==> src/rtl/mips_defs_pkg.sv <==
// Shared MIPS definitions: mult/div funct codes and sequencer states.
package mips_defs_pkg;

  localparam logic [5:0] FUNCT_MULT  = 6'h18;
  localparam logic [5:0] FUNCT_MULTU = 6'h19;
  localparam logic [5:0] FUNCT_DIV   = 6'h1a;
  localparam logic [5:0] FUNCT_DIVU  = 6'h1b;
  localparam logic [5:0] FUNCT_MTHI  = 6'h11;
  localparam logic [5:0] FUNCT_MTLO  = 6'h13;

  localparam logic [31:0] DIVZ_LO = 32'hFFFF_FFFF;

  typedef enum logic [1:0] {
    MD_IDLE = 2'd0,
    MD_CALC = 2'd1,
    MD_FIX  = 2'd2
  } mdState_t;

  function automatic logic isMulDiv(input logic [5:0] f);
    return (f == FUNCT_MULT) || (f == FUNCT_MULTU) ||
           (f == FUNCT_DIV)  || (f == FUNCT_DIVU);
  endfunction

endpackage

==> src/rtl/mul_div_step.sv <==
// One iteration of shift-add multiply or restoring divide.
module mul_div_step
  import mips_defs_pkg::*;
#(
  parameter int WIDTH = 32
) (
  input  logic             isDiv,
  input  logic [WIDTH-1:0] acc,
  input  logic [WIDTH-1:0] mq,
  input  logic [WIDTH-1:0] md,
  output logic [WIDTH-1:0] accNext,
  output logic [WIDTH-1:0] mqNext
);

  logic [WIDTH:0] sum;
  logic [WIDTH:0] rem;
  logic [WIDTH:0] diff;

  always_comb begin
    sum     = {1'b0, acc} + {1'b0, md};
    rem     = {acc, mq[WIDTH-1]};
    diff    = rem - {1'b0, md};
    accNext = acc;
    mqNext  = mq;
    if (isDiv) begin
      // Borrow out of the 33-bit subtract means restore.
      if (!diff[WIDTH]) begin
        accNext = diff[WIDTH-1:0];
        mqNext  = {mq[WIDTH-2:0], 1'b1};
      end else begin
        accNext = rem[WIDTH-1:0];
        mqNext  = {mq[WIDTH-2:0], 1'b0};
      end
    end else if (mq[0]) begin
      {accNext, mqNext} = {sum, mq[WIDTH-1:1]};
    end else begin
      {accNext, mqNext} = {1'b0, acc, mq[WIDTH-1:1]};
    end
  end

endmodule

==> src/rtl/mul_div_sequencer.sv <==
// Iterative mult/div sequencer owning HI/LO; 32 steps plus a sign-fix cycle.
module mul_div_sequencer
  import mips_defs_pkg::*;
#(
  parameter int WIDTH = 32
) (
  input  logic             clock,
  input  logic             rst_n,
  input  logic             start,
  input  logic [5:0]       funct,
  input  logic [WIDTH-1:0] ReadData1,
  input  logic [WIDTH-1:0] ReadData2,
  input  logic             flush,
  output logic             busy,
  output logic             done,
  output logic             divz,
  output logic [WIDTH-1:0] hi,
  output logic [WIDTH-1:0] lo
);

  mdState_t         state;
  logic [4:0]       cnt;
  logic [WIDTH-1:0] acc;
  logic [WIDTH-1:0] mq;
  logic [WIDTH-1:0] md;
  logic             isDiv;
  logic             negQ;
  logic             negR;
  logic             divzR;

  logic [WIDTH-1:0] accNext;
  logic [WIDTH-1:0] mqNext;

  logic             opSigned;
  logic             rsNeg;
  logic             rtNeg;
  logic [WIDTH-1:0] rsMag;
  logic [WIDTH-1:0] rtMag;
  logic             opDiv;

  logic [2*WIDTH-1:0] prod;
  logic [WIDTH-1:0]   fixHi;
  logic [WIDTH-1:0]   fixLo;

  mul_div_step #(.WIDTH(WIDTH)) uStep (
    .isDiv   (isDiv),
    .acc     (acc),
    .mq      (mq),
    .md      (md),
    .accNext (accNext),
    .mqNext  (mqNext)
  );

  always_comb begin
    opSigned = (funct == FUNCT_MULT) || (funct == FUNCT_DIV);
    opDiv    = (funct == FUNCT_DIV) || (funct == FUNCT_DIVU);
    rsNeg    = opSigned & ReadData1[WIDTH-1];
    rtNeg    = opSigned & ReadData2[WIDTH-1];
    rsMag    = rsNeg ? -ReadData1 : ReadData1;
    rtMag    = rtNeg ? -ReadData2 : ReadData2;
  end

  always_comb begin
    prod  = {acc, mq};
    prod  = negQ ? -prod : prod;
    fixHi = prod[2*WIDTH-1:WIDTH];
    fixLo = prod[WIDTH-1:0];
    if (isDiv) begin
      fixHi = negR ? -acc : acc;
      fixLo = divzR ? DIVZ_LO : (negQ ? -mq : mq);
    end
  end

  always_ff @(posedge clock or negedge rst_n) begin
    if (!rst_n) begin
      state <= MD_IDLE;
      cnt   <= '0;
      acc   <= '0;
      mq    <= '0;
      md    <= '0;
      isDiv <= 1'b0;
      negQ  <= 1'b0;
      negR  <= 1'b0;
      divzR <= 1'b0;
      busy  <= 1'b0;
      done  <= 1'b0;
      divz  <= 1'b0;
      hi    <= '0;
      lo    <= '0;
    end else begin
      done <= 1'b0;
      divz <= 1'b0;
      if (flush) begin
        state <= MD_IDLE;
        busy  <= 1'b0;
      end else begin
        unique case (state)
          MD_IDLE: begin
            if (start) begin
              unique case (1'b1)
                isMulDiv(funct): begin
                  acc   <= '0;
                  mq    <= opDiv ? rsMag : rtMag;
                  md    <= opDiv ? rtMag : rsMag;
                  isDiv <= opDiv;
                  negQ  <= rsNeg ^ rtNeg;
                  negR  <= rsNeg;
                  divzR <= opDiv && (ReadData2 == '0);
                  cnt   <= '0;
                  busy  <= 1'b1;
                  state <= MD_CALC;
                end
                (funct == FUNCT_MTHI): hi <= ReadData1;
                (funct == FUNCT_MTLO): lo <= ReadData1;
                default: ;
              endcase
            end
          end
          MD_CALC: begin
            acc <= accNext;
            mq  <= mqNext;
            cnt <= cnt + 5'd1;
            if (cnt == 5'(WIDTH - 1)) state <= MD_FIX;
          end
          MD_FIX: begin
            hi    <= fixHi;
            lo    <= fixLo;
            done  <= 1'b1;
            divz  <= divzR;
            busy  <= 1'b0;
            state <= MD_IDLE;
          end
          default: state <= MD_IDLE;
        endcase
      end
    end
  end

endmodule

==> config.mk <==
export PLATFORM = sky130hd
export DESIGN_NAME = mul_div_sequencer
export DESIGN_NICKNAME = d
export VERILOG_FILES = /design/src/rtl/mips_defs_pkg.sv /design/src/rtl/mul_div_step.sv /design/src/rtl/mul_div_sequencer.sv
export SDC_FILE = /design/constraint.sdc
export NUM_CORES = 1
export LEC_CHECK = 0
export BUFFER_PORTS_ARGS = -buffer_cell sky130_fd_sc_hd__buf_2
export CAP_MARGIN = 10
export CORE_AREA = 2 2 155 157
export DETAILED_ROUTE_END_ITERATION = 7
export DIE_AREA = 0 0 157 159
export HOLD_SLACK_MARGIN = 0.15
export PLACE_DENSITY = 0.93
export SLEW_MARGIN = 20
export SYNTH_ARGS = -nofsm -noshare
export SYNTH_HDL_FRONTEND = slang
export SYNTH_SLANG_ARGS = --single-unit
==> constraint.sdc <==
create_clock -name clock -period 5.8 [get_ports clock]
set_input_delay 0.87 -clock clock [delete_from_list [all_inputs] [get_ports clock]]
set_output_delay 0.87 -clock clock [all_outputs]
set_load 0.01 [all_outputs]
After elaboration in Yosys (flattened, before gate mapping)
Cells that the tools add are included.
{"block": "totals", "input_bits": 74, "word_cells": 103, "register_bits": 174, "out_inout_bits": 67}
{"block": "op_classes", "add_sub_neg": 8, "n_mux": 44, "bitwise_logic": 4, "eq_ne": 16, "n_reduce_logical": 17}
{"operator": "2-to-1 mux 32 bit", "n": 22}
{"operator": "one-hot mux 32 bit (2 select lines)", "n": 4}
{"operator": "negator 32 bit", "n": 4}
{"operator": "2-to-1 mux 64 bit", "n": 1}
{"operator": "negator 64 bit", "n": 1}
{"operator": "== test 6 x 5 -> 1 bit, second input constant", "n": 6}
{"operator": "adder 32 x 32 -> 33 bit", "n": 1}
{"operator": "subtractor 33 x 32 -> 33 bit", "n": 1}
{"operator": "logical NOT 32 bit", "n": 1}
{"operator": "AND reduction 4 bit", "n": 4}
{"operator": "2-to-1 mux 5 bit", "n": 2}
{"operator": "one-hot mux 5 bit (2 select lines)", "n": 1}
{"operator": "inequality test 3 bit, second input constant", "n": 3}
{"operator": "2-to-1 mux 1 bit", "n": 8}
{"operator": "2-to-1 mux 2 bit", "n": 4}
{"operator": "inequality test 2 bit, second input constant", "n": 4}
{"operator": "AND reduction 3 bit", "n": 2}
{"operator": "adder 5 x 1 -> 5 bit, second input constant", "n": 1}
{"operator": "== test 5 bit, second input constant", "n": 1}
{"operator": "logical OR 1 bit", "n": 5}
{"operator": "one-hot mux 2 bit (2 select lines)", "n": 1}
{"operator": "nonzero test 2 bit", "n": 2}
{"operator": "nonzero test 3 bit", "n": 1}
{"operator": "bitwise AND 1 bit", "n": 2}
{"operator": "other kinds (7)", "n": 7}

Depth between registers and ports, before layout
{"block": "logic_depth", "ltp_word": 8, "ltp_mapped": 15, "depth_no_buf": 13}

Cells and area by module
A second synthesis with hierarchy kept.
{"block": "hier_totals", "hier_cells": 2053, "hier_area_um2": 16209.3}
{"mod": "mul_div_sequencer", "seq_area_each_um2": 4354.2, "instances": 1, "cells_per_inst": 1369, "area_each_um2": 11368.4}
{"mod": "mul_div_step", "seq_area_each_um2": 0.0, "instances": 1, "cells_per_inst": 684, "area_each_um2": 4840.9}

Worst setup path after synthesis
No wires, ideal clock.
{"block": "synth_timing", "kind": "register to register", "from": "reg mq[31]", "to": "reg acc[18]", "path_slack_ns": 2.447, "n_path_buf": 1, "stages_incl_launch_ff": 14, "setup_ns": 0.142, "arrival_time_ns": 3.210, "synth_period_minus_slack_ns": 3.353, "t_required_ns": 5.658, "cell_sequence": "dfrtp_1 -> inv_1 -> ha_1 -> fa_1 -> nand2b_1 -> a211oi_1 -> o2111ai_1 -> a31oi_1 -> a21o_1 -> o41ai_4 -> xnor2_1 -> clkbuf_1 -> mux2i_1 -> o221ai_1"}
{"block": "synth_via", "elab_chain_len": 4}
{"item": "from (decl)", "line": "mul_div_sequencer.sv:24", "source": "logic [WIDTH-1:0] mq;"}
{"item": "from (signal assigned)", "line": "mul_div_sequencer.sv:103", "source": "mq <= opDiv ? rsMag : rtMag;"}
{"item": "from (signal assigned)", "line": "mul_div_sequencer.sv:121", "source": "mq <= mqNext;"}
{"item": "subtractor 33 x 32 -> 33 bit", "line": "mul_div_step.sv:22", "source": "diff = rem - {1'b0, md};"}
{"item": "2-to-1 mux 32 bit", "line": "mul_div_step.sv:27", "source": "if (!diff[WIDTH]) begin"}
{"item": "2-to-1 mux 32 bit", "line": "mul_div_step.sv:25", "source": "if (isDiv) begin"}
{"item": "one-hot mux 32 bit (2 select lines)", "line": "mul_div_sequencer.sv:97", "source": "unique case (state)"}
{"item": "to (signal assigned)", "line": "mul_div_sequencer.sv:120", "source": "acc <= accNext;"}
{"item": "to (decl)", "line": "mul_div_sequencer.sv:23", "source": "logic [WIDTH-1:0] acc;"}
Every way passes these cells.
A chain may end at the register's enable or synchronous reset.

Worst setup path after layout
{"block": "layout_timing", "from": "reg mq[31]", "to": "reg acc[13]"}
Same word-level chain as after synthesis.

==> summary.md <==
| Metric | Value |
|---|---|
| Final hold violation count | `0` |
| Cells on worst reg2reg path | `13` |
| Area share of fa/ha/maj cells after synthesis | `6.06%` |
| Cell area after synthesis | `0.0151 sq mm` |
| Worst-path fanout max | `32` |
| Most frequent standard cell in the layout excluding fill and tap cells | `nand2_1` |
| Kind of critical path | `flop to flop` |
| Fill cells | `1834` |
| Final critical path time including I/O delays and setup | `4420 ps` |
| Non-Filler Instances | `2369` |
| Final weighted congestion of routability-driven global placement | `1.07` |
| H-tree level count | `4` |
| CORE AREA | `0.0232 sq mm` |
| Area growth syn-to-layout | `9.06%` |
| Post-route cell area | `0.0165 sq mm` |
| Peak Freq | `226 MHz` |
| Crit end category | `flop` |
| First-pass GRT wire length | `81200 microns` |
| Proportion of synthesized flip-flops having asynchronous set or reset | `100%` |
| TritonCTS clock tree | `built` |
| Worst slew margin | `24.7%` |
| Net count after synthesis | `2132` |
| Summed negative setup slack over all endpoints | `0 ps` |
| Avg Vias per Cell | `6.86` |
| Highest-count cells in the layout ignoring fill and taps | `nand2_1, o21ai_0, dfrtp_1` |
| Bufs on Longest Clock Path | `2` |
| Total gr overflow | `0` |
| Quantity of hold-fixing buffers added after cts | `0` |
| Final cycle utilization of the critical path | `76.1%` |
| Number of buffers added on ports | `140` |
| Static leakage | `7.48 nW` |
| Largest net degree at the start of global routing | `71` |
| Net total in the final layout | `2183` |
| Detailed Route Iter0 Violations | `2459` |
| Top-level port count | `141` |
| Global Route Usage Sum | `41.8%` |
| Multi-input gate area | `0.0101 sq mm` |
| Share of cells above drive strength 1 | `11.3%` |
| Placement Rows | `56` |
| Delay-heaviest family, CP | `compound AO/OA/AOI/OAI gates` |
| Clock latency reported for the late side of the worst-skew pair | `460 ps` |
| Antenna violations before repair | `1` |
| DRT Pass-1 Iters | `7` |
| Crit path cell chain | `inv_1 -> ha_1 -> fa_1 -> nand2b_1 -> a211oi_1 -> o2111ai_1 -> a31oi_1 -> a21o_1 -> o41ai_4 -> xor2_4 -> buf_4 -> o311ai_1 -> a32o_1` |
| Placed insts | `2337` |
| Number of clock buffers inserted by TritonCTS | `17` |
| Critical path's slowest cell | `xor2_4` |
| Gate count after technology mapping | `1986` |
| Yosys Warn Count | `0` |
| Worst min-delay path category | `input port to async pin` |
| Effective utilization at floorplan | `65.1%` |
| Buffer and inverter count on the worst path | `2` |
| EDFF count, synth | `0` |
| Worst setup skew after layout | `10.1 ps` |
| Post-Place Cell Area | `0.0159 sq mm` |
| Antenna violation net count after detailed routing | `0` |
| Delay of the slowest cell on the worst path | `790 ps` |
| Wire per inst | `22.4 microns` |
| Portion of the post-synthesis area used by sequential elements | `28.8%` |
| Area share of the largest cell type after synthesis | `28.8%` |
| Most used flip-flop cell after synthesis | `dfrtp_1` |
| Post-Route WL | `53100 microns` |
| Max capacitance violation total | `0` |
| Stages on worst setup path | `13` |
| Clock slew at the register clock pins of the worst setup and hold paths | `70 ps` |
| Critical Path Start Type | `flop` |
| Outcome | `finished, final reports clean` |
| DRC violation count after routing | `0` |
| Largest area contributor in the synthesized netlist | `dfrtp_1` |
| Mux cell area share after synthesis | `3.86%` |
| Number of global-route vias before repair | `14.8k` |
| Die area | `0.0250 sq mm` |
| Horizontal extent of the die | `157 microns` |
| Detail Placement HPWL | `39100 microns` |
| Number of flip-flops and latches in the synthesized netlist | `174` |
| Xor and xnor area share after synthesis | `9.16%` |
| Vias after detailed routing | `16.2k` |
| Setup repair after global routing missed its margin | `false` |
| Main combinational cell family by area after synthesis | `compound AO/OA/AOI/OAI gates` |
| Final Core Density | `71.1%` |
| CP arrival | `4760 ps` |
| Largest voltage drop on the vdd net | `0.203 mV` |
| Post-synthesis simple-gate area fraction | `21.2%` |
| Total of endpoints with negative setup slack in the final report | `0` |
| Post-cts gate resize count | `0` |
| Top post-synthesis cells by area | `dfrtp_1, nand2_1, o21ai_0, ha_1, xnor2_1` |
| FF/Latch Area | `0.00436 sq mm` |
| Req. time, crit path | `6140 ps` |
| Post-CTS setup-driven buffer insertion count | `0` |
| Power density over the cells | `259 mW/mm^2` |
| Synthesized-area fraction occupied by ao, oa, aoi and oai cells | `26.1%` |
| Number of distinct library cells after synthesis | `79` |
| Die Y | `159 microns` |
| Number of clock sinks seen by CTS | `174` |
| Final Slew Violations | `0` |
| Average cell area after synthesis | `7.61 sq um` |
| Cell chosen for the clock root | `clkbuf_16` |
| Transition time of the tightest slew-check pin | `1130 ps` |
==> metal layers <==
metal	track usage, %	share of wire, %	vias up
met5	0	0	-
met4	20.0	5.4	0
met3	16.1	15	231
met2	59.5	41	1216
met1	55.8	38	7537
li1	-	-	7262
==> layout make-up <==
class	count	share of cell area, %
multi-input cells	1626	61.1
well taps	319	2.42
inverters	57	1.30
diodes	1	0.0152
repair buffers	161	5.25
clock inverters	12	0.774
clock buffers	19	2.69
flip-flops and latches	174	26.4
==> final timing paths <==
| check | from | to | slack (ps) |
|---|---|---|---|
| max | mq[31] | acc[13] | 1380 |
| min | rst_n | done | 410 |
| max reg2reg | mq[31] | acc[13] | 1380 |
| min reg2reg | lo[17] | lo[17] | 480 |
| max in group asynchronous | rst_n | acc[6] | 4060 |
| min in group clock | lo[17] | lo[17] | 480 |
==> report_power, final <==
part | switching (mW) | internal (mW)
Clock | 0.552 | 0.612
Sequential | 0.261 | 1.37
Combinational | 0.894 | 0.582
==> kinds of logic (layout without fill, tap and decap cells) <==
kind of cell,after synthesis,count (layout)
multiplexers,56,56
AND/OR/NAND/NOR,697,697
adder cells (fa/ha/maj),72,72
flip-flops,174,174
other,0,1
buffers and inverters,186,249
AO/OA/AOI/OAI,643,643
XOR/XNOR,158,158
==> worst register-to-register path, stage by stage, from the launching register on <==
cell,delay (ps)
dfrtp_1,460
inv_1,90
ha_1,230
fa_1,380
nand2b_1,210
a211oi_1,320
o2111ai_1,220
a31oi_1,500
a21o_1,240
o41ai_4,140
xor2_4,790
buf_4,310
o311ai_1,110
a32o_1,300
==> synth_stat cells, types with 5 or more instances <==
master	instances
a211o_1	7
a211oi_1	17
a21o_1	23
a21oi_1	151
a22o_1	6
a31oi_1	46
a32o_1	12
and2_1	10
and3_1	27
buf_1	10
buf_2	6
clkbuf_1	109
dfrtp_1	174
ha_1	70
inv_1	55
mux2_2	17
mux2i_1	38
nand2_1	292
nand2b_1	26
nand3_1	29
nand4_1	6
nor2_1	173
nor2b_1	12
nor3_1	47
nor4_1	14
o211ai_1	33
o21a_1	7
o21ai_0	179
o21ai_1	38
o21bai_1	5
o221ai_1	9
o22a_1	5
o22ai_1	38
o31ai_1	21
o41ai_1	12
or3_1	24
or4_1	12
xnor2_1	93
xor2_1	65
==> per-stage QoR <==
step / setup WS [ps] / hold slack (ps) / total power [mW]
global placement: 1580 / 456 / 2.99
finish: 1380 / 408 / 4.27
global route: 1290 / 446 / 4.44
floorplan: 2450 / 437 / 2.56
detailed placement: 1560 / 460 / 3.04
CTS: 1530 / 436 / 4.19
==> sequential cells by signal (all words and copies together) (netlist names), 2 cells and up <==
register  count
acc          32
state         2
hi           32
mq           32
md           32
cnt           5
lo           32
(Power assumes the default switching activity.)
